`src/rtl/alu_ctrl_pkg.sv`:
```
// Shared encodings for the execute-stage CCR controller: ALU op codes, flag bit
// positions, jump types, FSM states and the per-op flag merge helper.
package alu_ctrl_pkg;

   localparam logic [3:0] OP_NOP  = 4'b0000;
   localparam logic [3:0] OP_NOT  = 4'b0001;
   localparam logic [3:0] OP_ADD  = 4'b0010;
   localparam logic [3:0] OP_LDM  = 4'b0011;
   localparam logic [3:0] OP_SUB  = 4'b0100;
   localparam logic [3:0] OP_AND  = 4'b0101;
   localparam logic [3:0] OP_OR   = 4'b0110;
   localparam logic [3:0] OP_INC  = 4'b0111;
   localparam logic [3:0] OP_DEC  = 4'b1000;
   localparam logic [3:0] OP_CLRC = 4'b1001;
   localparam logic [3:0] OP_SETC = 4'b1010;
   localparam logic [3:0] OP_SHL  = 4'b1011;
   localparam logic [3:0] OP_SHR  = 4'b1100;
   localparam logic [3:0] OP_IN   = 4'b1111;

   localparam int FLAG_N = 2;
   localparam int FLAG_C = 1;
   localparam int FLAG_Z = 0;

   localparam logic [1:0] BR_JZ  = 2'b00;
   localparam logic [1:0] BR_JN  = 2'b01;
   localparam logic [1:0] BR_JC  = 2'b10;
   localparam logic [1:0] BR_JMP = 2'b11;

   typedef enum logic [0:0] {
      ST_RUN    = 1'b0,
      ST_FREEZE = 1'b1
   } ccr_state_t;

   // Apply one ALU op's flag effect to the current {N,C,Z}.
   function automatic logic [2:0] merge_flags(input logic [2:0] cur,
                                              input logic [3:0] op,
                                              input logic [2:0] flg);
      logic [2:0] res;
      res = cur;
      case (op)
         OP_ADD, OP_SUB, OP_INC, OP_DEC, OP_SHL, OP_SHR: res = flg;
         OP_NOT, OP_AND, OP_OR: begin
            res[FLAG_N] = flg[FLAG_N];
            res[FLAG_Z] = flg[FLAG_Z];
         end
         OP_SETC: res[FLAG_C] = 1'b1;
         OP_CLRC: res[FLAG_C] = 1'b0;
         default: res = cur;
      endcase
      return res;
   endfunction

   // Flag bit examined by a conditional jump type.
   function automatic logic [1:0] tested_bit(input logic [1:0] br_type);
      logic [1:0] idx;
      case (br_type)
         BR_JZ:   idx = 2'(FLAG_Z);
         BR_JN:   idx = 2'(FLAG_N);
         BR_JC:   idx = 2'(FLAG_C);
         default: idx = 2'(FLAG_Z);
      endcase
      return idx;
   endfunction

endpackage

```
`src/rtl/ccr_shadow_stack.sv`:
```
// LIFO of saved {N,C,Z} values for nested interrupts. Overflowing pushes are dropped,
// underflowing pops leave state alone; both set a sticky error cleared only by reset.
module ccr_shadow_stack #(
   parameter int DEPTH = 2
) (
   input  logic       clk,
   input  logic       rst_n,
   input  logic       push,
   input  logic       pop,
   input  logic [2:0] din,
   output logic [2:0] dout,
   output logic       empty,
   output logic       full,
   output logic       err
);

   localparam int AW = (DEPTH > 1) ? $clog2(DEPTH) : 1;
   localparam int CW = $clog2(DEPTH + 1);
   localparam logic [CW-1:0] CNT_ONE  = CW'(1);
   localparam logic [CW-1:0] CNT_ZERO = CW'(0);
   localparam logic [CW-1:0] CNT_FULL = CW'(DEPTH);

   logic [2:0]    mem_r [DEPTH];
   logic [CW-1:0] cnt_r;
   logic          err_r;
   logic [AW-1:0] wr_idx_s;
   logic [AW-1:0] rd_idx_s;
   logic          empty_s;
   logic          full_s;

   // Occupancy flags and slot indices derived from the count.
   always_comb begin
      empty_s  = (cnt_r == CNT_ZERO);
      full_s   = (cnt_r == CNT_FULL);
      wr_idx_s = AW'(cnt_r);
      rd_idx_s = AW'(cnt_r - CNT_ONE);
      if (empty_s) begin
         dout = 3'b000;
      end else begin
         dout = mem_r[rd_idx_s];
      end
   end

   // Storage, count and sticky error; a simultaneous push is ignored in favour of the pop.
   always_ff @(posedge clk or negedge rst_n) begin
      if (!rst_n) begin
         cnt_r <= CNT_ZERO;
         err_r <= 1'b0;
         for (int i = 0; i < DEPTH; i++) begin
            mem_r[i] <= 3'b000;
         end
      end else if (pop) begin
         if (empty_s) begin
            err_r <= 1'b1;
         end else begin
            cnt_r <= cnt_r - CNT_ONE;
         end
      end else if (push) begin
         if (full_s) begin
            err_r <= 1'b1;
         end else begin
            mem_r[wr_idx_s] <= din;
            cnt_r           <= cnt_r + CNT_ONE;
         end
      end else begin
         cnt_r <= cnt_r;
      end
   end

   assign empty = empty_s;
   assign full  = full_s;
   assign err   = err_r;

endmodule

```
`src/rtl/ccr_controller.sv`:
```
// Execute-stage condition-code register controller: flag merge, jump resolution, interrupt
// freeze FSM and shadow save stack. Define CCR_BYPASS_EN to forward this cycle's flags to jumps.
module ccr_controller
   import alu_ctrl_pkg::*;
#(
   parameter int SHADOW_DEPTH = 2,
   parameter int FREEZE_CYC   = 2
) (
   input  logic       clk,
   input  logic       rst_n,
   input  logic       ex_valid,
   input  logic [3:0] alu_ctrl,
   input  logic [2:0] alu_flag,
   input  logic       br_valid,
   input  logic [1:0] br_type,
   input  logic       int_save,
   input  logic       rti,
   input  logic       flush,
   output logic [2:0] ccr,
   output logic       br_taken,
   output logic       freeze,
   output logic       stk_err
);

   localparam logic [2:0] FREEZE_LOAD = 3'(FREEZE_CYC - 1);

   ccr_state_t state_r, state_nx_s;
   logic [2:0] cnt_r, cnt_nx_s;
   logic [2:0] ccr_r, ccr_nx_s;
   logic [2:0] alu_next_s;
   logic [2:0] eff_s;
   logic [2:0] clr_mask_s;
   logic [1:0] tbit_s;
   logic       upd_ok_s;
   logic       br_go_s;
   logic       br_taken_s;
   logic [2:0] stk_dout_s;
   logic       stk_empty_s;
   logic       stk_full_s;
   logic       stk_err_s;

   ccr_shadow_stack #(.DEPTH(SHADOW_DEPTH)) u_stack (
      .clk   (clk),
      .rst_n (rst_n),
      .push  (int_save),
      .pop   (rti),
      .din   (eff_s),
      .dout  (stk_dout_s),
      .empty (stk_empty_s),
      .full  (stk_full_s),
      .err   (stk_err_s)
   );

   // Flag merge, jump resolution and next CCR with rti > int_save > branch clear > ALU priority.
   always_comb begin
      upd_ok_s = ex_valid & ~flush & (state_r == ST_RUN);
      if (upd_ok_s) begin
         alu_next_s = merge_flags(ccr_r, alu_ctrl, alu_flag);
      end else begin
         alu_next_s = ccr_r;
      end
`ifdef CCR_BYPASS_EN
      eff_s = alu_next_s;
`else
      eff_s = ccr_r;
`endif
      tbit_s  = tested_bit(br_type);
      br_go_s = br_valid & ex_valid & ~flush;
      if (!br_go_s) begin
         br_taken_s = 1'b0;
      end else if (br_type == BR_JMP) begin
         br_taken_s = 1'b1;
      end else begin
         br_taken_s = eff_s[tbit_s];
      end
      // The clear mask is applied after the ALU merge so a clear beats an update of the same bit.
      if (br_taken_s && (br_type != BR_JMP)) begin
         clr_mask_s = 3'b001 << tbit_s;
      end else begin
         clr_mask_s = 3'b000;
      end
      if (rti) begin
         if (!stk_empty_s) begin
            ccr_nx_s = stk_dout_s;
         end else begin
            ccr_nx_s = ccr_r;
         end
      end else if (int_save) begin
         ccr_nx_s = ccr_r;
      end else begin
         ccr_nx_s = alu_next_s & ~clr_mask_s;
      end
   end

   // Freeze FSM next state: rti always returns to RUN, int_save (re)loads the window.
   always_comb begin
      state_nx_s = state_r;
      cnt_nx_s   = cnt_r;
      if (rti) begin
         state_nx_s = ST_RUN;
         cnt_nx_s   = 3'd0;
      end else if (int_save) begin
         state_nx_s = ST_FREEZE;
         cnt_nx_s   = FREEZE_LOAD;
      end else begin
         case (state_r)
            ST_RUN: begin
               state_nx_s = ST_RUN;
               cnt_nx_s   = 3'd0;
            end
            ST_FREEZE: begin
               if (cnt_r == 3'd0) begin
                  state_nx_s = ST_RUN;
               end else begin
                  cnt_nx_s = cnt_r - 3'd1;
               end
            end
            default: begin
               state_nx_s = ST_RUN;
               cnt_nx_s   = 3'd0;
            end
         endcase
      end
   end

   // State, freeze counter and architectural CCR registers.
   always_ff @(posedge clk or negedge rst_n) begin
      if (!rst_n) begin
         state_r <= ST_RUN;
         cnt_r   <= 3'd0;
         ccr_r   <= 3'b000;
      end else begin
         state_r <= state_nx_s;
         cnt_r   <= cnt_nx_s;
         ccr_r   <= ccr_nx_s;
      end
   end

   assign ccr      = ccr_r;
   assign br_taken = br_taken_s;
   assign freeze   = (state_r == ST_FREEZE);
   assign stk_err  = stk_err_s;

endmodule
```
`config.mk`:
```
export PLATFORM = sky130hd
export DESIGN_NAME = ccr_controller
export DESIGN_NICKNAME = d
export VERILOG_FILES = /design/src/rtl/alu_ctrl_pkg.sv /design/src/rtl/ccr_shadow_stack.sv /design/src/rtl/ccr_controller.sv
export SDC_FILE = /design/constraint.sdc
export NUM_CORES = 1
export LEC_CHECK = 0
export CAP_MARGIN = 10
export CORE_UTILIZATION = 31
export DETAILED_ROUTE_END_ITERATION = 8
export REMOVE_ABC_BUFFERS = 1
export SETUP_SLACK_MARGIN = 0.2
export SYNTH_ARGS = -nofsm -noshare
export SYNTH_HDL_FRONTEND = slang
export SYNTH_SLANG_ARGS = --single-unit
```
`constraint.sdc`:
```
create_clock -name clk -period 2 [get_ports clk]
set_input_delay 0.2 -clock clk [delete_from_list [all_inputs] [get_ports clk]]
set_output_delay 0.2 -clock clk [all_outputs]
set_load 0.005 [all_outputs]
```
Word-level counts from Yosys, hierarchy flattened. Index checks and enable logic that the tools add are counted.

Flip-flop bits (word level): 16. Bits of input ports: 16. Output and inout bits: 6. Logic and storage cells: 95.

Add/subtract/negate cells: 3. Magnitude comparators: 4. Eq/ne operators: 21. Shift operators: 1. Multiplexer cells: 35. Bitwise operators: 12. Reductions and logical operators: 12.

Operator list (count): $mux W3 (12); $eq A4 B4 Y1 const B (5); $eq A4 B3 Y1 const B (4); $mux W1 (12); $reduce_and A3 Y1 (3); $reduce_or A9 Y1 (1); $mux W2 (4); $bwmux W6 (1); $eq A2 B2 Y1 const B (3); $ne A2 B2 Y1 const B (3); $pmux W3 S2 (1); $reduce_or A6 Y1 (1); $and A1 B1 Y1 (4); $eq A4 B1 Y1 const B (1); $eq A4 B2 Y1 const B (1); $ge A2 B2 Y1 const B (2); $ne A2 B1 Y1 const B (2); $ne A4 B4 Y1 const B (1); $not A1 Y1 (4); $not A1 Y2 (2); $pmux W2 S2 (1); $reduce_bool A2 Y1 (2); $and A3 B3 Y3 (1); $demux W3 S1 (1); 15 further kinds (16).

Depth between registers and ports, before layout. Gate-level depths: netlist of the first run.

Word-level depth: 12. Depth in mapped cells: 7. Mapped depth without buffers: 7.

Hierarchy. From an unflattened synthesis of the first run, not the netlist that was laid out.

Cells, all modules: 121. Area total of the unflattened synthesis: 1204.9 um^2.

By module, submodules not included: ccr_controller (times used 1, cells each 81, area an instance 726.9 um^2, sequential area each 175.2 um^2); ccr_shadow_stack (times used 1, cells each 40, area an instance 478.0 um^2, sequential area each 225.2 um^2).

Least setup slack after synthesis of the first run. No wires, ideal clock.

Path type: reg-to-reg. From: register u_stack.cnt_r[0]. To: register u_stack.mem_r[0] in the netlist's numbering. Library setup time: 0.125 ns. Arrival: 1.490 ns. Data required time: 1.875 ns. Setup slack: 0.385 ns. Cell stages (with the launch flop): 8. Path buffers: 1. Clock period less this slack: 1.615 ns. Cells stage by stage: dfrtp_1 -> buf_2 -> inv_1 -> ha_1 -> nor2_1 -> nand2_1 -> nor2_1 -> mux2_2.

Longest elaborated chain between the ends: 6. Elaborated cells between the ends (all ways): 10. Those cells by class: order compare (2); eq/ne (1); mux (3); bitwise (2); reduce/logical (2).

Ends and longest elaborated chain: start, declared (line ccr_shadow_stack.sv:24) `logic [CW-1:0] cnt_r;`; start signal, assigned (line ccr_shadow_stack.sv:56) `cnt_r <= cnt_r - CNT_ONE;`; start signal, assigned (line ccr_shadow_stack.sv:63) `cnt_r <= cnt_r + CNT_ONE;`; start signal, assigned (line ccr_shadow_stack.sv:66) `cnt_r <= cnt_r;`; $not A1 Y2 (not written as such) (line ccr_shadow_stack.sv:62) `mem_r[wr_idx_s] <= din;`; $ge A2 B2 Y1 (not written as such) / $lt A2 B1 Y1 (equally long branches) (line ccr_shadow_stack.sv:62); $logic_and A1 B1 Y1 (not written as such) (line ccr_shadow_stack.sv:62); $mux W3 (not written as such) (line ccr_shadow_stack.sv:62); $demux W3 S1 (line ccr_shadow_stack.sv:62); $bwmux W6 (line ccr_shadow_stack.sv:62); end signal, assigned by index (line ccr_shadow_stack.sv:62); end, declared (line ccr_shadow_stack.sv:23) `logic [2:0] mem_r [DEPTH];`.

Several ways; a longest one is shown, not always the timed one. A chain may end at the register's enable or synchronous reset.

Final worst setup path of the first run.
From: register u_stack.cnt_r[0]. To: register u_stack.mem_r[2] in the netlist's numbering.

Same word-level chain as after synthesis.

==> results of run 1 <==
[synth_stat cells]
| cell | instances | area, um^2 |
|---|---|---|
| or3_1 | 1 | 6.26 |
| nor3b_1 | 2 | 15.0 |
| nor3_2 | 1 | 10.0 |
| a21oi_1 | 7 | 35.0 |
| a221o_1 | 1 | 10.0 |
| a211oi_1 | 3 | 22.5 |
| inv_1 | 13 | 48.8 |
| nor2b_1 | 1 | 6.26 |
| o21ai_1 | 1 | 5.00 |
| nor2_1 | 12 | 45.0 |
| a32oi_1 | 1 | 8.76 |
| mux2_2 | 7 | 78.8 |
| xnor2_1 | 2 | 17.5 |
| o21bai_1 | 1 | 7.51 |
| nor3_1 | 7 | 35.0 |
| o21ai_0 | 3 | 15.0 |
| ha_1 | 7 | 87.6 |
| buf_4 | 1 | 7.51 |
| nand2_1 | 6 | 22.5 |
| a221oi_1 | 1 | 8.76 |
| buf_2 | 1 | 5.00 |
| a2111oi_0 | 1 | 8.76 |
| nand2b_2 | 1 | 8.76 |
| nand4b_1 | 1 | 8.76 |
| dfrtp_1 | 16 | 400 |
| xor2_1 | 1 | 8.76 |
| o311ai_1 | 1 | 8.76 |
| a31oi_1 | 2 | 12.5 |
| o2bb2ai_1 | 1 | 8.76 |
| and3_1 | 1 | 6.26 |
| mux2i_1 | 4 | 40.0 |
| o31ai_2 | 1 | 12.5 |
| a21boi_0 | 2 | 15.0 |
| nand2b_1 | 3 | 18.8 |
[metal layers]
metal,vias to the layer above,global-route usage,part of all wire,wire length (um)
li1,462,-,-,-
met1,443,0.178,0.48,1120
met2,12,0.239,0.48,1120
met3,4,0.0405,0.029,67
met4,0,0.0465,0.0099,23
met5,-,0,0,0
[layout by cell type (no fill, tap or decap), types with 2 or more instances in the layout]
master and count:
clkdlybuf4s50_1 18, dfrtp_1 16, inv_1 12, nor2_1 12, nor3_1 7, mux2_2 7, buf_4 7, nand2_1 6
a21oi_1 6, ha_1 5, mux2i_1 4, o21ai_0 3, a211oi_1 3, clkbuf_4 3, nand2b_1 2, xnor2_1 2
a21boi_0 2, a31oi_1 2, ha_4 2, dlymetal6s2s_1 2
[report_power, final]
group	internal [uW]	switching, uW	leakage (uW)
combinational	305	251	0.000429
clock	111	102	0.0000210
sequential	421	68.4	0.000200
total	837	421	0.000650
[worst paths after layout]
| path | slack, ps | endpoint |
|---|---|---|
| max | 320 | u_stack.mem_r[2] |
| min | 330 | freeze |
| min in group clk | 490 | u_stack.err |
| min reg2reg | 490 | u_stack.err |
| max in group asynchronous | 1210 | u_stack.mem_r[5] |
| max reg2reg | 320 | u_stack.mem_r[2] |
[final cells by class]
type	count	area share
multi-input combinational	83	0.444
sequential	16	0.277
timing repair buffer	28	0.182
tap	44	0.0381
inverter	13	0.0338
clock buffer	4	0.0251
[through the flow]
stage	cells	setup slack (ps)
floorplan	112	381
global placement	184	-162
detailed placement	184	-232
CTS	188	241
global route	188	185
finish	188	322
[registers in the layout, summed over array words and instances (netlist names)]
name / count
cnt_r: 3
u_stack.err: 1
u_stack.cnt_r: 2
freeze: 1
u_stack.mem_r: 6
ccr: 3
[timing repair]
item | 4_1_cts | 5_1_grt
pin swaps | 1 | 2
resized for setup | 7 | 8
cloned | 0 | 0
endpoints found under the setup margin | 1 | 6
hold endpoints to repair | 0 | 0
[worst max-delay path: cells and delay by family (launching register included)]
family	cells	cell delay, ps
simple gates	3	570
buf+inv	1	80
fa+ha+maj	1	190
mux	1	370
flops	1	360
[cell families (layout without fill, tap and decap cells)]
| logic type | Yosys count | count (layout) |
|---|---|---|
| AND/OR/NAND/NOR | 36 | 36 |
| AO/OA/AOI/OAI | 26 | 26 |
| flip-flops | 16 | 16 |
| buffers and inverters | 15 | 45 |
| multiplexers | 11 | 11 |
| adder cells (fa/ha/maj) | 7 | 7 |
| XOR/XNOR | 3 | 3 |
==> results_dict.tcl, run 1 <==
set metrics [dict create \
    track_usage 0.143 \
    arrival_ps 1850 \
    drive_above_1_share 0.194 \
    diodes 0 \
    status "complete, no violations" \
    syn_area_mm2 0.00106 \
    fin_crit_sh 0.839 \
    vias 921 \
    leakage_uw 0.000650 \
    hp-class "input port to async pin" \
    seq_area_um2 400 \
    irDropWorstVdd_uv 455 \
    slowest_delay_ps 370 \
    post_cts_buffers 0 \
    drc 0 \
    drv_slew 0 \
    max_cap_viol_count 0 \
    fp-row-count 20 \
    dieHeight_um 60.4 \
    avgRoutedWirePerCell_um 12.4 \
    timing.hold.ws_ps 334 \
    synth.avg_cell_area_um2 9.26 \
    finalClockSkew_ps 6.01 \
    rsz0062_at_grt "yes" \
    clk_path_buf_depth 2 \
    crit_type "flip-flop to flip-flop" \
    synthSimpleGateAreaFrac 0.173 \
    die_w_um 60.4 \
    die_area_mm2 0.00364 \
    synthMuxAreaShare 0.113 \
    holdBufCountCts 0 \
    path_common_cell "nor2_1" \
    place_area_mm2 0.00136 \
    tns_ps 0 \
    finalNetCount 168 \
    ant_nets 0 \
    synth_top_family_by_area "simple AND/OR/NAND/NOR gates" \
    stdcell_area_mm2 0.00145 \
    yosysUniqueCellTypes 34 \
    ys_seq_area_frac 0.379 \
    fillers 303 \
    dp_hpwl_mm 1.86 \
    port_buffers 21 \
    hold_viol 0 \
    numCtsBuffers 3 \
    worstMarginPinSlew_ps 723 \
    grt_pass1_vias 907 \
    grt_overflow 0 \
    syn_inst 114 \
    ioPinCount 22 \
    slew_headroom 0.517 \
    drt-total-wl_mm 2.33 \
    start_util 0.335 \
    syn_to_final_growth_pct 36.8 \
    drtIter0Drc 31 \
    r2r_cells 6 \
    via_per_inst 4.90 \
    ys_ff_latch 16 \
    yosys_warnings 0 \
    antenna_found_initial 0 \
    clkLatencyLatePin_ps 290 \
    cellPowerDensity_mw_per_mm2 871 \
    cts.sinks 16 \
    critPathLaunchType "flip-flop" \
    total_power_uw 1260 \
    fmax_ghz 0.596 \
    grt_pass1_wl_mm 3.89 \
    synth_compound_area_frac 0.169 \
    fin_crit_ps 1680 \
    path_cells "inv_1 -> ha_1 -> nor2_1 -> nand2_1 -> nor2_1 -> mux2_2" \
    root_buffer "clkbuf_4" \
    place_congestion 0.815 \
    clk_pin_slew_worst_paths_ps 100 \
    post-route-util 0.458 \
    crit_slowest_cell "mux2_2" \
    htree_levels 1 \
    cts_tree "built" \
    final-setup-viol-count 0 \
    coreArea_mm2 0.00315 \
    multi_input_area_um2 642 \
    critPathLaunch "u_stack.cnt_r[0]" \
    grt_max_degree 17 \
    crit_fanout 4 \
    first_pass_iters 4 \
    cp.required_ps 2170 \
    synth_xor_area_frac 0.0249 \
    synthAdderAreaFrac 0.0829 \
    crit-reg2reg-launch "u_stack.cnt_r[0]" \
    worstSetupEndpointType "flip-flop" \
]
No activity file was read; power rests on OpenSTA's default activity.
==> run 2: changes to the inputs <==
- clock period: 2 -> 1.72 ns (I/O delays scaled with it)
==> results_dict.tcl, run 2 (synthesis results as in run 1) <==
set metrics [dict create \
    place_area_mm2 0.00143 \
    grt_pass1_wl_mm 4.49 \
    hp-class "input port to async pin" \
    coreArea_mm2 0.00315 \
    drv_slew 0 \
    drc 0 \
    dieHeight_um 60.4 \
    p_seq_frac 0.338 \
    top_register "u_stack.mem_r" \
    fin_crit_ps 1490 \
    track_usage 0.165 \
    fp-row-count 20 \
    status "complete, no violations" \
    crit_fanout 3 \
    largest_reg_flops 6 \
    ioPinCount 22 \
    total_power_uw 1670 \
    final-setup-viol-count 0 \
    grt_pass1_vias 1038 \
    clockPowerShare 0.116 \
    vias 998 \
    internal_power_uw 1070 \
    grt_overflow 0 \
    finalClockSkew_ps 0.355 \
    pwr-share-comb 0.546 \
    dp_hpwl_mm 2.04 \
    crit-reg2reg-launch "u_stack.cnt_r[0]" \
    port_buffers 21 \
    slowest_delay_ps 280 \
    cts.sinks 16 \
    arrival_ps 1320 \
    r2r_end "u_stack.mem_r[5]" \
    layout_commonest_cell "buf_4" \
    clk_path_buf_depth 2 \
    leakage_uw 0.000729 \
    cpLargestDelayFamily "buffers and inverters" \
    timing.reg2reg.setup_slack_ps 290 \
    worstSetupEndpointType "output pin" \
    drt-total-wl_mm 2.69 \
    die_area_mm2 0.00364 \
    drtIter0Drc 18 \
    numCtsBuffers 3 \
    path_common_cell "nor3_2" \
    avgRoutedWirePerCell_um 13.4 \
    first_pass_iters 4 \
    clk_pin_slew_worst_paths_ps 90 \
    path_cells "dlygate4sd2_1 -> ha_4 -> nand2b_4 -> a21oi_4 -> nor3_2 -> nor3_2 -> buf_2" \
    switchingPower_uw 603 \
    root_buffer "clkbuf_4" \
    stdcell_area_mm2 0.00162 \
    switching_share 0.361 \
    crit_buf_inv 2 \
    htree_levels 1 \
    worstMarginPinSlew_ps 411 \
    syn_to_final_growth_pct 53.3 \
    r2r_cells 6 \
    ant_nets 0 \
    dpl.cell_count 193 \
    rsz0062_at_grt "yes" \
    crit_type "input port to output pin" \
    cts_tree "built" \
    layout_common_cells "19 x buf_4, 16 x dfrtp_1, 14 x clkdlybuf4s50_1" \
    place_congestion 0.857 \
    start_util 0.335 \
    hold_viol 0 \
    die_w_um 60.4 \
    irDropWorstVdd_uv 460 \
    antenna_found_initial 0 \
    holdBufCountCts 0 \
    slew_headroom 0.724 \
    clkLatencyLatePin_ps 280 \
    grt_max_degree 17 \
    crit_slowest_cell "dlygate4sd2_1" \
    diodes 0 \
    cellPowerDensity_mw_per_mm2 1030 \
    fin_crit_sh 0.866 \
    critPathLaunchType "input port" \
    stdcell_count 200 \
    fmax_ghz 0.671 \
    cp.required_ps 1550 \
    drive_above_1_share 0.353 \
    fillers 324 \
    finalNetCount 181 \
    via_per_inst 4.99 \
    max_cap_viol_count 0 \
]
## run 2: cell types whose count changed in the layout (fill, tap and decap cells not counted), sizes merged
cell and delta:
dlymetal6s2s +1, clkdlybuf4s50 -4, dlygate4sd2 +2, buf +13
## run 2: worst register-to-register path: stages, from the launching register on
cell     delay, ps
dfrtp_1        370
inv_2           80
ha_4           170
nor2_4         120
nand2_4         90
nor2_4         140
mux2_2         350
## run 2: per-layer routing
layer,wire length (um),global-route usage
met1,1160,0.194
met2,1390,0.305
met3,80,0.0448
met4,51,0.0199
met5,0,0
## run 2: area by class of cell
class / count / area [um^2] / share of cell area
Clock buffer: 3 / 22.5 / 0.0139
Inverter: 13 / 48.8 / 0.0301
Multi-Input combinational cell: 83 / 733 / 0.453
Sequential cell: 16 / 400 / 0.247
Timing Repair Buffer: 41 / 359 / 0.222
Tap cell: 44 / 55.1 / 0.0340
## run 2: timing repair
item,CTS,global route
pin swaps,5,7
setup buffers,3,1
endpoints found under the setup margin,10,12
endpoints found under the hold margin,0,0
gates resized for setup,21,25
## run 2: worst max path at each step
stage / from / to / slack (ps) / depth (start not counted)
after floorplan: u_stack.cnt_r[0] / u_stack.mem_r[0] / 100 / 6
after CTS: br_type[1] / br_taken / 180 / 7
after global routing: ccr[0] / br_taken / 190 / 5
after detailed placement: br_type[0] / br_taken / -590 / 8
final: br_type[1] / br_taken / 230 / 7
after global placement: br_type[0] / br_taken / -420 / 8
## run 2: power groups by stage
stage / Clock (uW) / Combinational (uW) / Sequential [uW]
after floorplan: 0 / 367 / 571
after global placement: 0 / 679 / 556
after detailed placement: 0 / 703 / 562
after CTS: 198 / 803 / 553
after global routing: 214 / 1000 / 575
final: 193 / 912 / 564
## run 2: per-stage QoR
stage	util	TNS (ps)	worst slack, ps	hold slack, ps
2_1_floorplan	-	0	101	-124
3_3_place_gp	0.453	-756	-418	462
3_5_place_dp	0.453	-1340	-587	474
4_1_cts	0.481	0	182	213
5_1_grt	0.513	0	192	210
6_report	0.513	0	231	209
==> run 3: changes to the inputs <==
- CORE_ASPECT_RATIO: default -> 1.4
==> results_dict.tcl, run 3 (synthesis results as in run 1) <==
set metrics [dict create \
    status "complete, no violations" \
    dp_hpwl_mm 2.02 \
    fin_crit_sh 0.857 \
    numCtsBuffers 3 \
    slowest_delay_ps 490 \
    clockPowerShare 0.193 \
    final-setup-viol-count 0 \
    timing.reg2reg.setup_slack_ps 270 \
    vias 989 \
    dieHeight_um 71.1 \
    cts.sinks 16 \
    grt_pass1_wl_mm 4.19 \
    slew_headroom 0.802 \
    clk_pin_slew_worst_paths_ps 70 \
    stdcell_area_mm2 0.00158 \
    grt_overflow 0 \
    largest_reg_flops 6 \
    worstSetupEndpointType "output pin" \
    drc 0 \
    clkLatencyLatePin_ps 250 \
    drv_slew 0 \
    cts_tree "built" \
    ioPinCount 22 \
    drt-total-wl_mm 2.57 \
    max_cap_viol_count 0 \
    internal_power_uw 1160 \
    crit_slowest_cell "clkdlybuf4s50_1" \
    irDropWorstVdd_uv 414 \
    finalClockSkew_ps 5.05 \
    switchingPower_uw 571 \
    fp-row-count 24 \
    coreArea_mm2 0.00318 \
    via_per_inst 5.05 \
    diodes 0 \
    crit_fanout 4 \
    place_area_mm2 0.00142 \
    root_buffer "clkbuf_8" \
    critPathLaunchType "flip-flop" \
    worstMarginPinSlew_ps 297 \
    finalNetCount 181 \
    fmax_ghz 0.678 \
    start_util 0.332 \
    holdBufCountCts 0 \
    tns_ps 0 \
    drive_above_1_share 0.318 \
    crit_buf_inv 2 \
    avgRoutedWirePerCell_um 13.1 \
    cellPowerDensity_mw_per_mm2 1100 \
    place_congestion 0.789 \
    die_w_um 51.3 \
    layout_commonest_cell "buf_4" \
    leakage_uw 0.000725 \
    grt_max_degree 17 \
    arrival_ps 1300 \
    cp.required_ps 1550 \
    die_area_mm2 0.00365 \
    cpLargestDelayFamily "buffers and inverters" \
    ant_nets 0 \
    p_seq_frac 0.326 \
    clk_path_buf_depth 2 \
    first_pass_iters 4 \
    path_cells "buf_6 -> clkdlybuf4s50_1" \
    track_usage 0.152 \
    hold_viol 0 \
    antenna_found_initial 0 \
    timing.hold.ws_ps 246 \
    drtIter0Drc 19 \
    layout_common_cells "19 x buf_4, 16 x dfrtp_1, 16 x clkdlybuf4s50_1" \
    rsz0062_at_grt "yes" \
    syn_to_final_growth_pct 50.0 \
    crit_type "flip-flop to output pin" \
    fin_crit_ps 1470 \
    htree_levels 1 \
    top_register "u_stack.mem_r" \
    switching_share 0.329 \
    port_buffers 21 \
    grt_pass1_vias 1003 \
    hp-class "input port to async pin" \
    pwr-share-comb 0.480 \
]
[run 3: changes by cell type in the layout (fill, tap and decap cells not counted), sizes merged]
cell	previous run	this run
clkdlybuf4s50	14	16
dlygate4sd2	2	3
dlymetal6s2s	3	1
[run 3: power groups by stage]
stage / clock, uW / sequential (uW) / combinational [uW]
2_1_floorplan: 0 / 571 / 367
3_3_place_gp: 0 / 558 / 673
3_5_place_dp: 0 / 564 / 693
4_1_cts: 343 / 564 / 714
5_1_grt: 356 / 577 / 909
6_report: 336 / 566 / 834
[run 3: metrics by stage]
step | power [uW] | util | cells | worst slack, ps
2_1_floorplan | 939 | - | 112 | 101
3_3_place_gp | 1230 | 0.447 | 188 | -393
3_5_place_dp | 1260 | 0.447 | 188 | -471
5_1_grt | 1840 | 0.498 | 196 | 199
4_1_cts | 1620 | 0.471 | 193 | 85.2
6_report | 1740 | 0.498 | 196 | 246
[run 3: worst register-to-register path, stage by stage, from the launching register on]
cell and delay [ps]:
dfrtp_1 370, inv_2 60, ha_2 190, nor2_4 130, nand2_4 90, nor2_4 190, mux2_4 310
[run 3: final timing paths]
| path | from | end | cells after the start |
|---|---|---|---|
| min in group clk | u_stack.err | u_stack.err | 1 |
| worst max-delay path | ccr[0] | ccr[0] | 2 |
| max in group asynchronous | rst_n | ccr[1] | 2 |
| worst max register to register | u_stack.cnt_r[0] | u_stack.mem_r[3] | 6 |
| worst min-delay path | rst_n | u_stack.mem_r[4] | 2 |
| worst min register to register | u_stack.err | u_stack.err | 1 |
[run 3: cell type report]
| type | count | area, um^2 |
|---|---|---|
| Clock buffer | 4 | 55.1 |
| Fill cell | 327 | 1600 |
| Inverter | 13 | 48.8 |
| Multi-Input combinational cell | 83 | 673 |
| Sequential cell | 16 | 400 |
| Tap cell | 39 | 48.8 |
| Timing Repair Buffer | 41 | 358 |
[run 3: what timing repair did]
action / CTS / global route
endpoints found under the hold margin: 0 / 0
setup endpoints to repair: 10 / 11
cloned: 0 / 0
gates resized for setup: 13 / 19
buffers inserted: 1 / 3
pin swaps: 3 / 6
[run 3: per-layer routing]
layer	vias up	GRT usage	wire (um)
met5	-	0	0
met4	0	0.0631	30
met3	4	0.0215	86
met2	27	0.291	1450
met1	469	0.158	1000
li1	489	-	-
==> RTL edit, RTL diff (config.mk and constraints of run 1) <==
Add an input register stage for `alu_ctrl`; this delays it by one clock. The other inputs are not delayed to match.
--- a/src/rtl/ccr_controller.sv
+++ b/src/rtl/ccr_controller.sv
@@ -25,2 +25,8 @@
    localparam logic [2:0] FREEZE_LOAD = 3'(FREEZE_CYC - 1);
+
+   logic [3:0] alu_ctrl_q;
+
+   always_ff @(posedge clk) begin
+      alu_ctrl_q <= alu_ctrl;
+   end
 
@@ -57,3 +63,3 @@
       if (upd_ok_s) begin
-         alu_next_s = merge_flags(ccr_r, alu_ctrl, alu_flag);
+         alu_next_s = merge_flags(ccr_r, alu_ctrl_q, alu_flag);
       end else begin
Behaviour: not the same (a bounded check fails within 4 cycles, from zero or initial values and one cycle with rst_n low).
==> RTL edit against run 1 <==
  * Sequential cell count rose by 4
  * Wire length rose by 9.5%
  * Total power rose by 26%
  * Final area rose by 14%
  * Non-clock buffer count rose by 5
  * Via count rose by 9.3%
  * Combinational power rose by 21%
  * Setup slack improved by 37 ps
  * Clock skew fell by 4.3 ps
  * Area after synthesis rose by 15%
  * First-iteration DRC count fell by 68%
==> RTL edit: results <==
export IMPL_synthMuxAreaShare_pct=11.93
export IMPL_clock_power_mw=0.295
export IMPL_synth_seq_area_share_pct=39.51
export IMPL_insertion_delay_ps=250
export IMPL_grt_pass1_wl_mm=4.326
export IMPL_synth_cell_types=41
export IMPL_hpwl_mm=1.995
export IMPL_use_met3_pct=3.169
export IMPL_drive_above_1_share_pct=20.51
export IMPL_r2r_slack_ps=360
export IMPL_largest_register_ffs=6
export IMPL_drt_iter0_markers=10
export IMPL_cts_repair_resized=7
export IMPL_synth_xor_area_share_pct=2.160
export IMPL_met3RoutedLength_um=84
export IMPL_crit_slowest_cell="dfrtp_2"
export IMPL_peakVddDrop_mv=0.6367
export IMPL_clkTransAtPathRegs_ps=70
export IMPL_num_antenna_cells=0
export IMPL_async_reset_ff_share_pct=80.00
export IMPL_arrival_ps=1760
export IMPL_grt_start_max_net_pins=17
export IMPL_dr_wl_met2_mm=1.204
export IMPL_critical_path_max_stage_delay_ps=390
export IMPL_cts_root_buf="clkbuf_8"
export IMPL_post_place_ws_ps=-196.2
export IMPL_p_sw_share_pct=32.86
export IMPL_synthAdderAreaFrac_pct=7.202
export IMPL_grt_pass1_vias=982
export IMPL_crit_family="compound AO/OA/AOI/OAI gates"
export IMPL_synthTopCellsByArea="dfrtp_1 (33%), ha_1 (7.2%), dfxtp_1 (6.6%)"
export IMPL_cts_buffers_inserted=3
export IMPL_antenna_found_initial=0
export IMPL_cp_max_fo=5
export IMPL_wl_per_cell_um=12.52
export IMPL_fin_nets=180
export IMPL_vias=1007
export IMPL_postCtsSetupBuffers=1
export IMPL_hold_path_class="in2async"
export IMPL_cp_startpoint="u_stack.cnt_r[0]$_DFFE_PN0P_"
export IMPL_run_status="completed"
export IMPL_power_leakage_nw=0.7469
export IMPL_grt_total_usage_pct=13.11
export IMPL_holdWs_ps=375.9
export IMPL_io_buffers=21
export IMPL_use_met1_pct=17.10
export IMPL_max_slew_worst_pin_slew_ps=715.1
export IMPL_pwr_share_seq_pct=39.0
export IMPL_grtUsageMet2_pct=21.97
export IMPL_ctsLongestPathBuffers=2
export IMPL_dr_pass1_iters=4
export IMPL_gp_congestion=0.7490
export IMPL_fin_skew_ps=1.700
export IMPL_m1WireLength_mm=1.252
export IMPL_synth_common_cells="dfrtp_1 (16), nor2_1 (13), inv_1 (9)"
export IMPL_powerDensity_nw_per_um2=961.6
export IMPL_synth_compound_area_share_pct=17.80
-- RTL edit: layout make-up --
type                            count  area, um^2
Fill cell                         369        2072
Multi-Input combinational cell     90       716.9
Sequential cell                    20       481.7
Timing Repair Buffer               33       296.5
Tap cell                           48       60.06
Clock buffer                        4       55.05
Inverter                            9       33.78
-- RTL edit: path summary, 6_finish.rpt --
check / depth (start not counted) / to
min in group clk: 1 / alu_ctrl_q[0]$_DFF_P_
max in group asynchronous: 1 / u_stack.cnt_r[0]$_DFFE_PN0P_
setup reg to reg: 5 / ccr[0]$_DFFE_PN0P_
hold reg to reg: 1 / u_stack.mem_r[4]$_DFFE_PN0P_
setup / recovery: 5 / ccr[0]$_DFFE_PN0P_
hold / removal: 1 / freeze$_DFF_PN0_
-- RTL edit: through the flow --
step,setup TNS [ps],instances,instance area [um^2],util [%]
after floorplan,0,119,1206,-
after global placement,-252.0,197,1544,41.55
after detailed placement,-295.2,197,1544,41.55
after CTS,0,202,1608,43.27
after global routing,0,204,1644,44.24
final,0,204,1644,44.24
